File: src/rtl/rob_id_alloc.sv
// Age-ordered ID table for the read reorder buffer: AR pushes append, final R beats
// retire the oldest matching ID and compact the table toward entry 0.
module rob_id_alloc #(
  parameter int              DEPTH      = 4,
  parameter int              ID_W       = 8,
  parameter logic [ID_W-1:0] INVALID_ID = '1,
  localparam int             CW         = $clog2(DEPTH) + 1
) (
  input  logic                  clk,
  input  logic                  rst,
  input  logic [ID_W-1:0]       ar_id,
  input  logic                  ar_valid,
  output logic                  ar_ready,
  input  logic [ID_W-1:0]       r_id,
  input  logic                  r_valid,
  input  logic                  r_ready,
  input  logic                  r_last,
  output logic [DEPTH*ID_W-1:0] rob_buffer,
  output logic [DEPTH-1:0]      rob_valid,
  output logic [CW-1:0]         count,
  output logic                  full,
  output logic                  empty,
  output logic                  retire_err,
  output logic                  alloc_err
);

  logic [ID_W-1:0] entries     [DEPTH];
  logic [ID_W-1:0] entries_nxt [DEPTH];
  logic [DEPTH-1:0] valid_nxt;
  logic [CW-1:0]   count_base;
  logic [CW-1:0]   count_nxt;
  logic [CW-1:0]   match_idx;
  logic            found;
  logic            retire_req;
  logic            pop;
  logic            push;
  logic            alloc_bad;

  // Descending scan so the lowest (oldest) matching index is the one that sticks.
  always_comb begin
    found     = 1'b0;
    match_idx = '0;
    for (int i = DEPTH - 1; i >= 0; i--) begin
      if (rob_valid[i] && (entries[i] == r_id)) begin
        found     = 1'b1;
        match_idx = CW'(i);
      end
    end
  end

  assign ar_ready   = !full;
  assign retire_req = r_valid && r_ready && r_last;
  assign pop        = retire_req && found;
  assign push       = ar_valid && ar_ready && (ar_id != INVALID_ID);
  assign alloc_bad  = ar_valid && ar_ready && (ar_id == INVALID_ID);

  // Compaction happens first so a simultaneous push lands in the freshly vacated tail slot.
  always_comb begin
    for (int i = 0; i < DEPTH; i++) entries_nxt[i] = entries[i];
    count_base = count;
    if (pop) begin
      for (int i = 0; i < DEPTH - 1; i++) begin
        if (CW'(i) >= match_idx) entries_nxt[i] = entries[i+1];
      end
      entries_nxt[DEPTH-1] = INVALID_ID;
      count_base           = count - 1'b1;
    end
    if (push) begin
      for (int i = 0; i < DEPTH; i++) begin
        if (CW'(i) == count_base) entries_nxt[i] = ar_id;
      end
    end
    count_nxt = count_base + {{(CW-1){1'b0}}, push};
    for (int i = 0; i < DEPTH; i++) valid_nxt[i] = (CW'(i) < count_nxt);
  end

  always_ff @(posedge clk or posedge rst) begin
    if (rst) begin
      for (int i = 0; i < DEPTH; i++) entries[i] <= INVALID_ID;
      rob_valid  <= '0;
      count      <= '0;
      full       <= 1'b0;
      empty      <= 1'b1;
      retire_err <= 1'b0;
      alloc_err  <= 1'b0;
    end else begin
      for (int i = 0; i < DEPTH; i++) entries[i] <= entries_nxt[i];
      rob_valid  <= valid_nxt;
      count      <= count_nxt;
      full       <= (count_nxt == CW'(DEPTH));
      empty      <= (count_nxt == '0);
      retire_err <= retire_req && !found;
      alloc_err  <= alloc_bad;
    end
  end

  for (genvar g = 0; g < DEPTH; g++) begin : g_buf
    assign rob_buffer[g*ID_W +: ID_W] = entries[g];
  end

endmodule

File: config.mk
export PLATFORM = sky130hd
export DESIGN_NAME = rob_id_alloc
export DESIGN_NICKNAME = d
export VERILOG_FILES = /design/src/rtl/rob_id_alloc.sv
export SDC_FILE = /design/constraint.sdc
export NUM_CORES = 1
export LEC_CHECK = 0
export ABC_CLOCK_PERIOD_IN_PS = 4050
export CAP_MARGIN = 10
export CORE_ASPECT_RATIO = 0.9
export CORE_MARGIN = 2
export CORE_UTILIZATION = 53
export CTS_BUF_LIST = sky130_fd_sc_hd__clkbuf_16
export DETAILED_ROUTE_END_ITERATION = 8
export PLACE_DENSITY = 0.9
export SYNTH_ARGS = -nofsm -noshare
export SYNTH_HDL_FRONTEND = slang
export SYNTH_SLANG_ARGS = --single-unit
File: constraint.sdc
create_clock -name clk -period 4.05 [get_ports clk]
set_clock_uncertainty 0.05 [all_clocks]
set_input_delay 0.6075 -clock clk [delete_from_list [all_inputs] [get_ports clk]]
set_output_delay 0.6075 -clock clk [all_outputs]
set_load 0.03 [all_outputs]
==> impl_metrics.py <==
metrics = {
    "floorplanning": {
        "die_width_um": 77.0,
        "num_io_pins": 66,
        "initial_core_util_pct": 55.9,
        "rows": 23,
        "core_area_sq_mm": 0.00455,
        "die_h_um": 69.7,
        "die_area_sq_mm": 0.00537,
    },
    "clock_network": {
        "cts_max_level": 2,
        "cts.sinks": 42,
        "hold_buffers": 0,
        "ctsResizeCount": 0,
        "cts_tree": "yes",
        "postCtsSetupRepairBufs": 0,
        "clk_path_buf_depth": 2,
        "cts_root_buf": "clkbuf_16",
        "clock_latency_ns": 0.28,
        "clk_pin_slew_ns": 0.06,
        "numCtsBuffers": 5,
    },
    "grt": {
        "grt_use_total_pct": 25.8,
        "grt_pass1_vias": 2060,
        "grt_pass1_wl_um": 10600,
        "grt-ovfl-total": 0,
        "antenna_found_initial": 0,
        "grt_max_degree": 43,
    },
    "flow_run": {
        "cap_viol_max_count": 0,
    },
    "drt": {
        "drtIter0Drc": 96,
        "routedWlPerCell_um": 18.5,
        "drt-pass1-iter-count": 4,
        "antenna_left": 0,
        "vias": 1887,
        "vias_per_cell": 5.45,
        "remaining_drc_errors": 0,
        "routed_wl_um": 6410,
    },
    "setup_path": {
        "rr_endpoint": "empty",
        "crit_fanout": 6,
        "critical_path_class": "in2reg",
        "rr_startpoint": "rob_buffer[11]",
        "worst_ep_required_time_ns": 4.23,
        "crit_arrival_ns": 3.62,
        "rrSetupSlack_ns": 1.05,
        "critPathCaptureType": "flip-flop",
        "crit_path_start_kind": "input pin",
        "r2r_cells": 11,
    },
    "synthesis": {
        "synth_fa_ha_area_share_pct": 1.48,
        "syn_area_sq_mm": 0.00254,
        "yosysUniqueCellTypes": 35,
        "synth_cells": 211,
        "synth_compound_area_share_pct": 4.18,
        "synth-seq-cells": 42,
        "syn_nets": 236,
        "synth-seq-area-share_pct": 42.9,
        "synth_xor_area_share_pct": 12.6,
        "synth.area.mux_share_pct": 23.8,
        "synth_top_family_by_area": "multiplexers",
        "synth_warnings": 0,
        "yosys.area_share.simple_pct": 11.9,
        "avgSynthCellArea_sq_um": 12.1,
    },
    "timing": {
        "setup-tns-final_ns": 0,
        "report.final.slew_viol_count": 0,
        "timing.final.crit_share_pct": 84.9,
        "finalHoldViolCount": 0,
        "setup_viol": 0,
        "post-route-min-period_ns": 3.44,
        "slew_headroom_pct": 43.9,
        "tightestPinTransition_ns": 0.835,
        "rsz0062_at_grt": "false",
        "fmax_mhz": 291,
    },
    "pwr": {
        "p_per_area_mw_per_mm2": 857,
        "p_leak_nw": 1.59,
        "peakVddDrop_uv": 470,
    },
    "finish": {
        "diodes": 0,
        "drive_above_1_share_pct": 21.8,
        "final_common_cell": "clkdlybuf4s50_1",
        "final_cell_mix": "clkdlybuf4s50_1 (65), mux2i_1 (56), dfstp_2 (33)",
        "fin_area_sq_mm": 0.00341,
        "nets": 308,
        "fillers": 325,
        "syn2layout_area_growth_pct": 34.1,
    },
    "worst_hold_path": {
        "min_to": "rob_buffer[24]",
        "hold_start": "rob_buffer[24]",
        "whs_path_depth": 2,
        "hold_class": "reg2reg",
    },
    "placement": {
        "portBuffers": 65,
        "place_area_sq_mm": 0.00327,
        "place_hpwl_um": 4800,
        "place.gp.congestion": 0.826,
    },
    "outcome": {
        "outcome": "finished, final reports clean",
    },
}
## power by group
group | switching (W) | leakage [nW] | internal (W)
Clock | 0.000153 | 0.0663 | 0.000222
Combinational | 0.000881 | 1.08 | 0.000692
Sequential | 0.000236 | 0.453 | 0.000739
Total | 0.00127 | 1.59 | 0.00165
## metal layers
| metal | GRT usage [%] | share of wire (%) |
|---|---|---|
| met2 | 43.2 | 51 |
| met3 | 4.56 | 4.6 |
| met5 | 0 | 0 |
| met1 | 33.7 | 43 |
| met4 | 9.72 | 1.8 |
## cell usage after synthesis
cell,instances,area [sq um]
xnor2_2,2,32.5
nand4_1,5,31.3
nor3b_2,1,12.5
nand4_2,1,12.5
inv_1,12,45.0
dfstp_2,33,867
and2_1,1,6.26
dfrtp_1,9,225
nor4_2,1,12.5
buf_6,1,11.3
mux2i_1,56,561
nor3_2,2,20.0
inv_2,2,7.51
nand2_1,7,26.3
nor3_4,2,32.5
o21ai_1,1,5.00
or3_1,1,6.26
buf_1,1,3.75
ha_1,3,37.5
mux2_4,2,30.0
xnor2_1,26,228
a21oi_4,1,16.3
and4_1,2,17.5
o211ai_4,4,85.1
mux2i_2,1,13.8
nor4_1,1,6.26
nor3_1,2,10.0
and3_1,3,18.8
buf_4,1,7.51
xor2_1,7,61.3
nand2b_1,3,18.8
nor2_1,12,45.0
nand3_1,3,15.0
nand3_2,1,10.0
buf_2,1,5.00
## logic make-up after synthesis
logic type / after synthesis
mux: 59
fa+ha+maj: 3
xor+xnor: 35
compound gates: 6
simple gates: 48
flops: 42
buf+inv: 18
## area by class of cell
class                      count  area, sq um  area share (%)
clock inverter                 3         11.3           0.330
multi-input combinational    151         1370            40.2
timing repair buffer          69          681            20.0
inverter                      14         52.6            1.54
tap                           62         77.6            2.27
clock buffer                   5          125            3.67
sequential                    42         1090            32.0
## stage by stage
step / setup slack, ns / std cells / total power (W) / hold slack (ns) / util, %
after detailed placement: 0.364 / 338 / 0.00253 / 0.498 / 72.0
after global routing: 0.447 / 346 / 0.00307 / 0.532 / 75.0
after CTS: 0.633 / 346 / 0.00293 / 0.509 / 75.0
final: 0.611 / 346 / 0.00292 / 0.517 / 75.0
after global placement: 0.483 / 338 / 0.00249 / 0.492 / 72.0
after floorplan: 1.17 / 211 / 0.00195 / 0.549 / -
## sequential cells by signal, indices dropped and copies added (netlist names)
register and cells:
alloc_err 1, count 3, empty 1, full 1, retire_err 1, rob_buffer 32
rob_valid 3
## worst max path at each step
stage | start | end | slack, ns | cells past startpoint
floorplan | r_id[1] | empty | 1.17 | 13
detailed placement | r_id[3] | rob_buffer[0] | 0.36 | 10
global route | r_id[3] | rob_valid[0] | 0.45 | 12
finish | r_id[3] | empty | 0.61 | 12
CTS | r_id[3] | rob_buffer[0] | 0.63 | 10
global placement | r_id[3] | rob_buffer[17] | 0.48 | 10
## worst max-delay path, stage by stage
cell             delay, ns
clkdlybuf4s50_1       0.53
xnor2_1               0.32
nand4_1               0.20
nor3_2                0.30
nor3_4                0.08
a21oi_4               0.25
mux2_4                0.37
inv_2                 0.12
ha_1                  0.18
xnor2_1               0.11
xnor2_2               0.35
and2_1                0.18
Power figures use the tool's default switching activity.
